### src/rtl/node_store.sv
// Ordered (X,Y) node table: loads pairs until finish_init, then freezes for the pathfinding core.
// Optional duplicate suppression is enabled by defining NODE_STORE_DEDUP_EN.
module node_store #(
    parameter int COORD_W = 16,
    parameter int DEPTH   = 16,
    localparam int AW     = $clog2(DEPTH),
    localparam int CW     = AW + 1
) (
    input  logic               clk,
    input  logic               reset,
    input  logic               in_valid,
    input  logic [COORD_W-1:0] in_x,
    input  logic [COORD_W-1:0] in_y,
    output logic               in_ready,
    input  logic               finish_init,
    input  logic               clear,
    input  logic [AW-1:0]      rd_addr,
    output logic [COORD_W-1:0] rd_x,
    output logic [COORD_W-1:0] rd_y,
    output logic               rd_oob,
    output logic [CW-1:0]      node_count,
    output logic               full,
    output logic               overflow,
    output logic               done
`ifdef NODE_STORE_DEDUP_EN
    ,
    output logic               dup_seen
`endif
);

    typedef enum logic [0:0] {
        ST_LOAD = 1'b0,
        ST_DONE = 1'b1
    } state_t;

    state_t             state_r;
    state_t             next_state_s;
    logic [CW-1:0]      count_r;
    logic [CW-1:0]      next_count_s;
    logic               full_s;
    logic               accept_s;
    logic               store_s;
    logic               ovf_set_s;
    logic               dup_s;
    logic               in_ready_r;
    logic               full_r;
    logic               overflow_r;
    logic               done_r;
    logic [COORD_W-1:0] rd_x_r;
    logic [COORD_W-1:0] rd_y_r;
    logic               rd_oob_r;
    logic [COORD_W-1:0] mem_x_r [DEPTH];
    logic [COORD_W-1:0] mem_y_r [DEPTH];

    assign full_s = (count_r == CW'(DEPTH));

`ifdef NODE_STORE_DEDUP_EN
    logic dup_seen_r;

    // Match the offered pair against every valid stored entry.
    always_comb begin
        dup_s = 1'b0;
        for (int i = 0; i < DEPTH; i++) begin
            dup_s = dup_s | ((CW'(i) < count_r) && (mem_x_r[i] == in_x) && (mem_y_r[i] == in_y));
        end
    end

    // Sticky duplicate flag, cleared together with the table.
    always_ff @(posedge clk) begin
        if (!reset) begin
            dup_seen_r <= 1'b0;
        end else if (clear) begin
            dup_seen_r <= 1'b0;
        end else if (accept_s && dup_s) begin
            dup_seen_r <= 1'b1;
        end
    end

    assign dup_seen = dup_seen_r;
`else
    assign dup_s = 1'b0;
`endif

    // Next-state, handshake and count decode; clear overrides everything.
    always_comb begin
        next_state_s = state_r;
        next_count_s = count_r;
        accept_s     = 1'b0;
        ovf_set_s    = 1'b0;
        if (state_r == ST_LOAD && in_valid) begin
            if (full_s) begin
                ovf_set_s = 1'b1;
            end else begin
                accept_s = 1'b1;
            end
        end else begin
            accept_s = 1'b0;
        end
        store_s = accept_s & ~dup_s;
        if (store_s) begin
            next_count_s = count_r + CW'(1);
        end else begin
            next_count_s = count_r;
        end
        case (state_r)
            ST_LOAD: next_state_s = finish_init ? ST_DONE : ST_LOAD;
            ST_DONE: next_state_s = ST_DONE;
            default: next_state_s = ST_LOAD;
        endcase
        if (clear) begin
            next_state_s = ST_LOAD;
            next_count_s = '0;
            store_s      = 1'b0;
            ovf_set_s    = 1'b0;
        end else begin
            next_state_s = next_state_s;
        end
    end

    // Control state and status outputs, all registered from the next-state decode.
    always_ff @(posedge clk) begin
        if (!reset) begin
            state_r    <= ST_LOAD;
            count_r    <= '0;
            in_ready_r <= 1'b1;
            full_r     <= 1'b0;
            overflow_r <= 1'b0;
            done_r     <= 1'b0;
        end else begin
            state_r    <= next_state_s;
            count_r    <= next_count_s;
            in_ready_r <= (next_state_s == ST_LOAD) && (next_count_s != CW'(DEPTH));
            full_r     <= (next_count_s == CW'(DEPTH));
            overflow_r <= clear ? 1'b0 : (overflow_r | ovf_set_s);
            done_r     <= (next_state_s == ST_DONE);
        end
    end

    // Table write; contents are not reset, validity is tracked by count_r.
    always_ff @(posedge clk) begin
        if (reset && store_s) begin
            mem_x_r[count_r[AW-1:0]] <= in_x;
            mem_y_r[count_r[AW-1:0]] <= in_y;
        end
    end

    // Registered read port; out-of-range indices return zero coordinates.
    always_ff @(posedge clk) begin
        if (!reset) begin
            rd_x_r   <= '0;
            rd_y_r   <= '0;
            rd_oob_r <= 1'b1;
        end else if ({1'b0, rd_addr} >= count_r) begin
            rd_x_r   <= '0;
            rd_y_r   <= '0;
            rd_oob_r <= 1'b1;
        end else begin
            rd_x_r   <= mem_x_r[rd_addr];
            rd_y_r   <= mem_y_r[rd_addr];
            rd_oob_r <= 1'b0;
        end
    end

    assign in_ready   = in_ready_r;
    assign full       = full_r;
    assign overflow   = overflow_r;
    assign done       = done_r;
    assign node_count = count_r;
    assign rd_x       = rd_x_r;
    assign rd_y       = rd_y_r;
    assign rd_oob     = rd_oob_r;

endmodule

### config.mk
export PLATFORM = sky130hd
export DESIGN_NAME = node_store
export DESIGN_NICKNAME = d
export VERILOG_FILES = /design/src/rtl/node_store.sv
export SDC_FILE = /design/constraint.sdc
export NUM_CORES = 1
export LEC_CHECK = 0
export CORE_ASPECT_RATIO = 2
export CORE_MARGIN = 2
export CORE_UTILIZATION = 66
export CTS_BUF_LIST = sky130_fd_sc_hd__clkbuf_8
export DETAILED_ROUTE_END_ITERATION = 16
export GPL_TIMING_DRIVEN = 0
export PLACE_DENSITY = 0.88
export RECOVER_POWER = 100
export SETUP_SLACK_MARGIN = 0.4
export SKIP_LAST_GASP = 1
export SLEW_MARGIN = 25
export SYNTH_ARGS = -nofsm -noshare
export SYNTH_HDL_FRONTEND = slang
export SYNTH_SLANG_ARGS = --single-unit
### constraint.sdc
create_clock -name clk -period 10.3 [get_ports clk]
set_input_delay 1.545 -clock clk [delete_from_list [all_inputs] [get_ports clk]]
set_output_delay 1.545 -clock clk [all_outputs]
set_load 0.03 [all_outputs]
==> run_results.csv <==
group,metric,value,unit
run_status,status,"finished with violations",
run_status,violations,"max-capacitance violations, max-slew violations",
yosys,synth_compound_area_share,2.75,%
cells_and_area,area_growth,13.6,%
yosys,yosysMostFrequentCell,"edfxtp_1",
clock_tree,clkTransAtPathRegs,60,ps
sta,max_freq,0.178,GHz
yosys,synth_area,0.0206,sq mm
placed_design,gp_congestion,0.808,
floorplan,die_h,254,um
sta,fin_crit_sh,54.5,%
yosys,yosys_warnings,0,
floorplan,core,0.0309,sq mm
clock_tree,worstSkewPairLatency,650,ps
yosys,synth_area_leaders,"edfxtp_1 74%, mux4_2 12%, dfxtp_1 4.1%, mux4_1 1.8%, o22ai_1 1.5%",
clock_tree,post_cts_resized,0,
sta,slew_viol_final,156,
critical_path,worstPathRequired,10760,ps
hold_path,min_to,"overflow",
yosys,synth_top_area_cell,"edfxtp_1",
drt,postRouteAntennaNets,0,
hold_path,hold_path_class,"flop to flop",
sta,tightest_slew,2060,ps
critical_path,path_common_cell,"clkbuf_1",
critical_path,endpoint_kind,"flop",
hold_path,min_path_cells,2,
global_route,grt_start_max_net_pins,20,
drt,drt_iter0_drc,1296,
floorplan,rows,91,
placed_design,place_ws,5930,ps
critical_path,critical_path.max_fanout,10,
drt,dr.pass1.iters,5,
critical_path,reg2reg_to,"mem_x_r[10][5]",
clock_tree,postCtsHoldBufs,0,
global_route,antenna_found_initial,1,
cells_and_area,layout.nets,1145,
cells_and_area,drive_above_1_share,22.5,%
critical_path,slowest_stage,"o221ai_1",
sta,holdWs,480,ps
clock_tree,clkSinkCount,554,
placed_design,portBuffers,81,
critical_path,cp_slowest_stage_delay,950,ps
power,leakagePower,7.59,nW
floorplan,die_x,129,um
power,ir_drop,0.000175,V
critical_path,crit_type,"primary input to flop",
critical_path,worst-r2r-setup-slack,5310,ps
yosys,synth_seq_cells,554,
placed_design,place_hpwl,29900,um
drt,wire_per_inst,30.1,um
yosys,synthArstFlopShare,0,%
global_route,grt_pass1_wl,69000,um
cells_and_area,finalNonFillerCells,1571,
sta,final.setup.worst_slack,4690,ps
yosys,synth_fa_ha_area_share,0.485,%
floorplan,die_area,0.0328,sq mm
sta,slew_headroom,-37.8,%
clock_tree,root_buffer,"clkbuf_8",
critical_path,arrival,6070,ps
yosys,syn_nets,957,
sta,tns,0,ps
yosys,seq_area_frac_synth,78.6,%
yosys,synth_top_family_by_area,"multiplexers",
clock_tree,cts_tree,"done",
yosys,yosysTopAreaCellShare,74.5,%
sta,min_period,5610,ps
flow_run,cap_violations,10,
clock_tree,cts_setup_buffers,0,
yosys,synth-simple-area-share,2.11,%
clock_tree,clockBufferDepth,3,
yosys,netlist_top_cells_count,"512 x edfxtp_1, 114 x mux4_2, 49 x o22ai_1, 42 x dfxtp_1, 36 x nor3_1",
sta,finalClockSkew,27.0,ps
global_route,grt.total_usage,30.2,%
power,p_per_area,182,mW/mm^2
critical_path,crit-reg2reg-launch,"node_count[0]",
drt,drt_drc_violations_left,0,
clock_tree,numCtsBuffers,72,
clock_tree,htree_levels,3,
placed_design,place_inst,1440,
yosys,synth_edf_count,512,
sta,rsz0062_at_grt,"false",
floorplan,io_pins,83,
yosys,synth_cell_types,37,
critical_path,r2r_cells,8,
cells_and_area,fin_util,76.0,%
yosys,syn_avg_cell_area,22.7,sq um
drt,viasPerCell,6.67,
drt,drt_wl_total,47300,um
yosys,synthMuxAreaShare,14.2,%
critical_path,worstSetupStartpointType,"primary input",
floorplan,start_util,66.9,%
yosys,synth_xor_area_share,0.170,%
critical_path,path_cells,"clkbuf_1 -> clkbuf_1 -> clkbuf_1 -> inv_1 -> ha_1 -> nand2b_1 -> a21o_1 -> a21oi_1 -> o221ai_1 -> clkbuf_1 -> nor3_1",
drt,num_vias,10500,
sta,hold_violations,0,
sta,setup_viol,0,
yosys,synthCells,908,
hold_path,min-delay-start,"overflow",
yosys,synth_flop_cell,"edfxtp_1",
global_route,grt_pass1_vias,11100,
global_route,gr-total-overflow,0,
## worst max path at each step
stage          cells past startpoint        from  slack, ps              to
3_3_place_gp                       6       clear       2670   mem_x_r[0][4]
3_5_place_dp                       8       clear       5930   mem_x_r[1][4]
4_1_cts                            8       clear       6590  mem_x_r[1][10]
6_report                          11  rd_addr[0]       4690        rd_y[15]
2_1_floorplan                      5       clear       5490   mem_x_r[0][0]
5_1_grt                           11  rd_addr[0]       4540         rd_y[0]
## final cells by class
| cell class | instances | area, sq um |
|---|---|---|
| Antenna cell | 1 | 2.50 |
| Buffer | 48 | 292 |
| Clock buffer | 80 | 1100 |
| Clock inverter | 50 | 309 |
| Fill cell | 1532 | 7400 |
| Inverter | 6 | 22.5 |
| Multi-Input combinational cell | 300 | 4050 |
| Sequential cell | 554 | 16200 |
| Tap cell | 418 | 523 |
| Timing Repair Buffer | 114 | 935 |
## layer usage
layer / global-route usage [%] / share of wire [%]
met5: 0 / 0
met4: 14.8 / 4.4
met3: 6.44 / 8.8
met2: 51.3 / 53
met1: 37.0 / 34
## flip-flops by register name (all words and copies together), names as in the netlist
signal,count
in_ready,1
rd_y,16
rd_x,16
done,1
mem_y_r,256
rd_oob,1
node_count,5
full,1
overflow,1
mem_x_r,256
## placed cells by master, fill, tap and decap left out, types with 3 or more instances in the layout
cell type          n
edfxtp_1         512
mux4_2           114
clkbuf_8          80
dlygate4sd3_1     76
o22ai_1           49
clkbuf_1          44
dfxtp_1           42
nor3_1            36
inv_1             30
buf_2             28
nor2_1            24
o22ai_2           15
clkinv_1          15
mux4_1            14
nand2_1           11
ha_1               8
buf_6              6
nand2b_1           5
clkdlybuf4s50_1    5
a21oi_1            4
xnor2_1            4
bufinv_16          4
clkinv_2           4
clkinvlp_4         3
## critical path, delay by kind of cell
family	cells	cell delay, ps
buf+inv	5	2670
compound gates	3	1180
simple gates	2	340
fa+ha+maj	1	330
## power by group
| part | switching [mW] | internal (mW) |
|---|---|---|
| clock network | 0.773 | 0.814 |
| registers | 0.00367 | 2.47 |
| logic | 0.130 | 0.0860 |
| total | 0.907 | 3.37 |
## kinds of logic after synthesis
logic type | count (synthesis)
buf+inv | 54
mux | 128
fa+ha+maj | 8
simple gates | 87
xor+xnor | 4
flops | 554
compound gates | 73
## metrics by stage
| step | power (mW) | area [sq um] |
|---|---|---|
| 5_1_grt | 4.37 | 23500 |
| 3_5_place_dp | 2.74 | 22700 |
| 4_1_cts | 4.29 | 24100 |
| 6_report | 4.27 | 23500 |
| 2_1_floorplan | 2.64 | 20600 |
| 3_3_place_gp | 2.73 | 22000 |
No activity file was read; power rests on OpenSTA's default activity.
